<file path="src/rtl/aig_resp_compactor.sv">
// Response compactor: folds benchmark output vectors into a MISR signature and counts them.
// Optional macro AIG_RESP_GOLDEN_CMP_EN adds a per-beat compare against a golden vector stream.
module aig_resp_compactor #(
  parameter int          OUT_W = 22,
  parameter int          SIG_W = 32,
  parameter logic [31:0] POLY  = 32'h04C11DB7,
  parameter logic [31:0] SEED  = 32'hFFFFFFFF,
  parameter int          CNT_W = 16
) (
  input  logic             clk,
  input  logic             rst_n,
  input  logic             start,
  input  logic [CNT_W-1:0] num_vec,
  input  logic             in_valid,
  output logic             in_ready,
  input  logic [OUT_W-1:0] resp,
`ifdef AIG_RESP_GOLDEN_CMP_EN
  input  logic [OUT_W-1:0] golden,
  output logic [CNT_W-1:0] err_cnt,
  output logic [CNT_W-1:0] first_err_idx,
`endif
  output logic             busy,
  output logic             done,
  output logic [CNT_W-1:0] vec_cnt,
  output logic [SIG_W-1:0] signature
);

  generate
    if (OUT_W > SIG_W) begin : g_width_check
      $error("aig_resp_compactor: OUT_W must not exceed SIG_W");
    end
  endgenerate

  localparam logic [SIG_W-1:0] POLY_S = SIG_W'(POLY);
  localparam logic [SIG_W-1:0] SEED_S = SIG_W'(SEED);

  typedef enum logic [1:0] {
    ST_IDLE = 2'd0,
    ST_RUN  = 2'd1,
    ST_DONE = 2'd2
  } state_t;

  state_t           state_q, state_d;
  logic [SIG_W-1:0] sig_q, sig_d;
  logic [CNT_W-1:0] cnt_q, cnt_d;
  logic [CNT_W-1:0] num_q, num_d;
  logic             accept;
  logic             start_ok;
  logic [SIG_W-1:0] sig_step;
  logic [CNT_W-1:0] cnt_inc;

  always_comb begin
    accept   = (state_q == ST_RUN) && in_valid;
    start_ok = (state_q != ST_RUN) && start;
    sig_step = {sig_q[SIG_W-2:0], 1'b0}
             ^ (sig_q[SIG_W-1] ? POLY_S : '0)
             ^ SIG_W'(resp);
    cnt_inc  = cnt_q + 1'b1;
  end

  always_comb begin
    state_d = state_q;
    sig_d   = sig_q;
    cnt_d   = cnt_q;
    num_d   = num_q;
    case (state_q)
      ST_IDLE, ST_DONE: begin
        if (start) begin
          sig_d   = SEED_S;
          cnt_d   = '0;
          num_d   = num_vec;
          state_d = (num_vec != '0) ? ST_RUN : ST_DONE;
        end
      end
      ST_RUN: begin
        if (accept) begin
          sig_d = sig_step;
          cnt_d = cnt_inc;
          // Finishing beat leaves RUN on the same edge it is absorbed.
          if (cnt_inc == num_q) state_d = ST_DONE;
        end
      end
      default: state_d = ST_IDLE;
    endcase
  end

  always_ff @(posedge clk) begin
    if (!rst_n) begin
      state_q <= ST_IDLE;
      sig_q   <= SEED_S;
      cnt_q   <= '0;
      num_q   <= '0;
    end else begin
      state_q <= state_d;
      sig_q   <= sig_d;
      cnt_q   <= cnt_d;
      num_q   <= num_d;
    end
  end

  always_comb begin
    in_ready  = (state_q == ST_RUN);
    busy      = (state_q == ST_RUN);
    done      = (state_q == ST_DONE);
    vec_cnt   = cnt_q;
    signature = sig_q;
  end

`ifdef AIG_RESP_GOLDEN_CMP_EN
  logic [CNT_W-1:0] err_q, err_d;
  logic [CNT_W-1:0] first_q, first_d;
  logic             miscompare;

  always_comb begin
    miscompare = accept && (resp != golden);
    err_d      = err_q;
    first_d    = first_q;
    if (start_ok) begin
      err_d   = '0;
      first_d = '1;
    end else if (miscompare) begin
      // An all-ones index can never be a real pre-beat count, so it marks "no error yet".
      if (err_q == '0) first_d = cnt_q;
      if (err_q != '1) err_d = err_q + 1'b1;
    end
  end

  always_ff @(posedge clk) begin
    if (!rst_n) begin
      err_q   <= '0;
      first_q <= '1;
    end else begin
      err_q   <= err_d;
      first_q <= first_d;
    end
  end

  always_comb begin
    err_cnt       = err_q;
    first_err_idx = first_q;
  end
`endif

endmodule

</file>
<file path="config.mk">
export PLATFORM = sky130hd
export DESIGN_NAME = aig_resp_compactor
export DESIGN_NICKNAME = d
export VERILOG_FILES = /design/src/rtl/aig_resp_compactor.sv
export SDC_FILE = /design/constraint.sdc
export NUM_CORES = 1
export LEC_CHECK = 0
export BUFFER_PORTS_ARGS = -buffer_cell sky130_fd_sc_hd__buf_2
export CELL_PAD_IN_SITES_DETAIL_PLACEMENT = 1
export CELL_PAD_IN_SITES_GLOBAL_PLACEMENT = 1
export CORE_MARGIN = 3
export CORE_UTILIZATION = 41
export DETAILED_ROUTE_END_ITERATION = 7
export PLACE_DENSITY = 0.93
export SYNTH_ARGS = -nofsm -noshare
export SYNTH_HDL_FRONTEND = slang
export SYNTH_SLANG_ARGS = --single-unit
</file>
<file path="constraint.sdc">
create_clock -name clk -period 3.1 [get_ports clk]
set_clock_uncertainty 0.2 [all_clocks]
set_input_delay 0.155 -clock clk [delete_from_list [all_inputs] [get_ports clk]]
set_output_delay 0.155 -clock clk [all_outputs]
set_load 0.1 [all_outputs]
</file>
### Word-level counts from Yosys, hierarchy flattened

Cells that the tools add are included.

| operators by class | value |
|---|---|
| add/sub/neg operators | 1 |
| equality and inequality tests | 6 |
| mux-type cells | 12 |
| bitwise logic cells | 2 |
| reduce and logical (&&, ||, !) cells | 8 |

Operator list:

| kind | count |
|---|---|
| $mux 32 | 2 |
| $pmux 32 s2 | 1 |
| $mux 16 | 2 |
| $pmux 16 s2 | 1 |
| $xor 32x22->32 | 1 |
| $xor 32x27->32 | 1 |
| $mux 27 | 1 |
| $add 16x1->16 const B | 1 |
| $eq 16x16->1 | 1 |
| $reduce_bool 16->1 | 1 |
| $mux 2 | 4 |
| $reduce_and 3->1 | 2 |
| $ne 2x1->1 const B | 2 |
| $pmux 2 s2 | 1 |
| $eq 2x1->1 const B | 1 |
| $eq 2x2->1 const B | 1 |
| $logic_not 2->1 | 1 |
| $ne 2x2->1 const B | 1 |
| $reduce_and 2->1 | 1 |
| $reduce_bool 2->1 | 1 |
| $reduce_or 2->1 | 1 |
| $logic_and 1x1->1 | 1 |

| storage, ports and cells | value |
|---|---|
| bits in registers | 66 |
| input bits | 42 |
| output and inout bits | 51 |
| logic and storage cells | 33 |

### Longest topological paths before layout

| logic depth | value |
|---|---|
| depth after elaboration | 5 |
| gate-level depth with buffers | 8 |
| depth with buffers taken out | 6 |

### Least setup slack after synthesis

Ideal clock, no wire load.

| path | value |
|---|---|
| path kind | register -> register |
| start point | reg cnt_q[3] (netlist: vec_cnt[3]) |
| end point | reg state_q[0] |
| setup time | 0.151 ns |
| data arrival time | 2.579 ns |
| data required time | 2.749 ns |
| path slack | 0.170 ns |
| cell stages (with the launch flop) | 8 |
| buffers on the path | 2 |
| period minus slack after synthesis | 2.930 ns |
| cell sequence | dfxtp_1 buf_4 nand4_2 or3_1 buf_2 mux2i_1 a2111oi_2 a41oi_1 |

| on the way | value |
|---|---|
| word-level cells in the longest chain between the ends | 4 |

RTL lines:

| what | line | text |
|---|---|---|
| start: declaration | 45 | `logic [CNT_W-1:0] cnt_q, cnt_d;` |
| start signal: assignment | 96 | `cnt_q <= cnt_d;` |
| $add 16x1->16 | 58 | `cnt_inc = cnt_q + 1'b1;` |
| $eq 16x16->1 | 80 | `if (cnt_inc == num_q) state_d = ST_DONE;` |
| $ne 2x1->1 (no line) | - |  |
| $reduce_and 3->1 (no line) | - |  |
| end signal: assignment | 94 | `state_q <= state_d;` |
| end: declaration | 43 | `state_t state_q, state_d;` |

No other way between the ends.
A chain may end at the register's enable or synchronous reset.

### Worst setup path in the final report

| path | value |
|---|---|
| start point | reg cnt_q[2] (netlist: vec_cnt[2]) |
| end point | reg state_q[0] |

Same word-level chain as after synthesis.

==> flow_metrics.env <==
export IMPL_drt_pass1_iter_count=4
export IMPL_synth_fp_nets=484
export IMPL_yosys_cell_types_count=57
export IMPL_post_route_period_util_pct=86.3
export IMPL_final_common_cell="buf_2"
export IMPL_clock_path_buffers=2
export IMPL_dieArea_mm2=0.00974
export IMPL_grt_max_degree=38
export IMPL_postSynthAreaPerCell_um2=7.99
export IMPL_p_int_w=0.00146
export IMPL_area_delta_synth_final_pct=25.2
export IMPL_setup_ws_ns=0.426
export IMPL_pwr_share_comb_pct=19.6
export IMPL_grt_use_total_pct=27.6
export IMPL_cts_tree="built"
export IMPL_cts_sinks=66
export IMPL_cp_top_family="compound AO/OA/AOI/OAI gates"
export IMPL_rows=33
export IMPL_p_per_area_mw_per_mm2=491
export IMPL_arrival_ns=2.67
export IMPL_rsz0062_at_grt="false"
export IMPL_htreeDepth=3
export IMPL_fmax_ghz=0.374
export IMPL_drt_iter0_drc=242
export IMPL_ys_seq_area_share_pct=37.5
export IMPL_final_cell_mix="92 x buf_2, 66 x dfxtp_1, 58 x nand2_1"
export IMPL_netlist_area_mm2=0.00352
export IMPL_cp_slowest_cell="dfxtp_1"
export IMPL_core_area_mm2=0.00830
export IMPL_clk_latency_ns=0.36
export IMPL_min_from="resp[20]"
export IMPL_fin_nets=576
export IMPL_overflow=0
export IMPL_critPathBufInv=0
export IMPL_antenna_left=0
export IMPL_power_leakage_nw=1.71
export IMPL_crit_start="vec_cnt[2]$_SDFFE_PN0P_"
export IMPL_peakVddDrop_uv=290
export IMPL_start_util_pct=42.4
export IMPL_cts_resized=0
export IMPL_max_cap_violations=0
export IMPL_vias=3775
export IMPL_p_sw_w=0.000705
export IMPL_max_stage_delay_ns=0.62
export IMPL_wire_per_inst_um=20.4
export IMPL_synth_flop_cell="dfxtp_1"
export IMPL_hold_class="in -> reg"
export IMPL_gp_congestion=0.885
export IMPL_cp_cell_sequence="nand4_2, nor4_2, xor2_1, o311ai_0, a41oi_1"
export IMPL_io_pins=93
export IMPL_hpwl_mm=8.12
export IMPL_drive_gt1_share_pct=24.2
export IMPL_synthArstFlopShare_pct=0
export IMPL_portBuffers=92
export IMPL_yosys_warnings=0
export IMPL_die_h_um=98.7
export IMPL_status="completed"
export IMPL_root_buffer="clkbuf_8"
export IMPL_slew_headroom_pct=56.1
export IMPL_critPathRequiredTime_ns=3.09
export IMPL_synth_seq_cells=66
export IMPL_worst_slew_pin_slew_ns=0.650
export IMPL_drcViolationCount=0
export IMPL_postCtsSetupBuffers=0
export IMPL_finalHoldViolCount=0
export IMPL_first_global_vias=4117
export IMPL_netSwitchingFraction_pct=32.6
export IMPL_wl_mm=13.2
export IMPL_die_w_um=98.7
export IMPL_grt_pass1_wl_mm=21.5
export IMPL_pwr_share_seq_pct=42.0
export IMPL_period_minus_slack_ns=2.67
export IMPL_worst_setup_hold_path_clk_slew_ns=0.08
export IMPL_drv_slew=0
export IMPL_path_max_fanout=13
export IMPL_setup_viol=0
export IMPL_critPathLaunchType="flip-flop"
export IMPL_endpoint_kind="flip-flop"
export IMPL_syn_inst=441
export IMPL_reg2reg_from="vec_cnt[2]$_SDFFE_PN0P_"
export IMPL_clkPwrFrac_pct=38.4
export IMPL_cts_made_buffers=9
export IMPL_synth_edf_count=0
export IMPL_fill_cells=1033
export IMPL_place_ws_ns=0.534
export IMPL_antenna_found_initial=1
export IMPL_setup_tns_ns=0
export IMPL_via_per_inst=5.86
export IMPL_worstSetupPathType="reg -> reg"
area by class of cell:
| type | instances | area [µm²] | share of cell area, % |
|---|---|---|---|
| repair buffers | 120 | 716 | 16.2 |
| clock buffers | 10 | 128 | 2.89 |
| well taps | 105 | 131 | 2.98 |
| flip-flops and latches | 66 | 1320 | 30.0 |
| inverters | 5 | 18.8 | 0.426 |
| multi-input cells | 331 | 2000 | 45.4 |
| diodes | 1 | 2.50 | 0.0568 |
| clock inverters | 6 | 90.1 | 2.04 |
flip-flops by register name, indices dropped and copies added, names as in the netlist:
signal / flops
signature: 32
num_q: 16
vec_cnt: 16
state_q: 2
cells in the mapped netlist (2+ instances only):
cell type / n / share of area [%]
a311oi_1: 3 / 0.75
mux2i_1: 2 / 0.57
o211ai_1: 2 / 0.43
nand2b_1: 2 / 0.36
o221a_2: 2 / 0.64
clkbuf_1: 26 / 2.8
o22ai_1: 10 / 1.8
and4_1: 3 / 0.75
buf_4: 8 / 1.7
xnor2_1: 34 / 8.5
nand3b_1: 3 / 0.64
nor2b_1: 3 / 0.53
or3_1: 3 / 0.53
buf_1: 2 / 0.21
nor3_1: 29 / 4.1
a31oi_1: 4 / 0.71
o21ai_0: 24 / 3.4
o21ai_1: 9 / 1.3
and2_1: 2 / 0.36
nor4_1: 7 / 1.2
dfxtp_1: 66 / 38
xor2_1: 22 / 5.5
buf_2: 3 / 0.43
nand4_1: 4 / 0.71
inv_1: 3 / 0.32
nand2_1: 58 / 6.2
a21oi_1: 27 / 3.8
nor2_1: 42 / 4.5
nand3_1: 9 / 1.3
a41oi_1: 2 / 0.50
power by group through the flow:
| stage | clock network, W | registers [W] | logic, W |
|---|---|---|---|
| after floorplan | 0 | 0.00102 | 0.000189 |
| after global placement | 0 | 0.000924 | 0.000382 |
| after detailed placement | 0 | 0.000926 | 0.000393 |
| after CTS | 0.000820 | 0.000907 | 0.000413 |
| after global routing | 0.000874 | 0.000913 | 0.000450 |
| final | 0.000831 | 0.000909 | 0.000423 |
final timing paths:
check | endpoint | cells past startpoint | slack, ns
worst max register to register | state_q[0]$_SDFFE_PN0P_ | 5 | 0.43
worst max-delay path | state_q[0]$_SDFFE_PN0P_ | 5 | 0.43
worst min-delay path | signature[20]$_SDFFE_PN1P_ | 4 | 0.008
worst min register to register | num_q[3]$_SDFFE_PN0P_ | 2 | 0.28
per-layer routing:
metal | vias up | part of all wire [%] | GRT usage (%)
met5 | - | 0 | 0
met1 | 1857 | 39 | 33.2
met4 | 0 | 4.0 | 14.8
met2 | 154 | 50 | 46.2
li1 | 1711 | - | -
met3 | 53 | 6.1 | 5.80
worst register-to-register path, delay by kind of cell (launching register included):
kind,cells,cell delay [ns]
AO/OA/AOI/OAI,2,0.79
flip-flops,1,0.62
AND/OR/NAND/NOR,2,0.77
XOR/XNOR,1,0.13
timing repair:
action / in CTS / in global routing
hold buffers: 18 / 0
setup endpoints to repair: 0 / 0
hold endpoints to repair: 18 / 0
kinds of logic (layout without fill, tap and decap cells):
logic type | after synthesis | in the layout | synth area share, %
compound gates | 95 | 95 | 16.6
flops | 66 | 66 | 37.5
fa+ha+maj | 1 | 1 | 0.355
xor+xnor | 57 | 57 | 14.6
other cells | 0 | 1 | 0
mux | 2 | 2 | 0.568
simple gates | 176 | 176 | 24.8
buf+inv | 44 | 141 | 5.65
stage by stage:
step | std cells | instance area (µm²) | hold WS, ns | utilization, % | power, W
floorplan | 441 | 3520 | 0.0910 | - | 0.00121
global placement | 609 | 4010 | 0.208 | 48.3 | 0.00131
global route | 644 | 4410 | 0.0287 | 53.1 | 0.00224
CTS | 643 | 4410 | 0.00299 | 53.1 | 0.00214
detailed placement | 609 | 4010 | 0.220 | 48.3 | 0.00132
finish | 644 | 4410 | 0.00754 | 53.1 | 0.00216
Power figures use the tool's default switching activity.
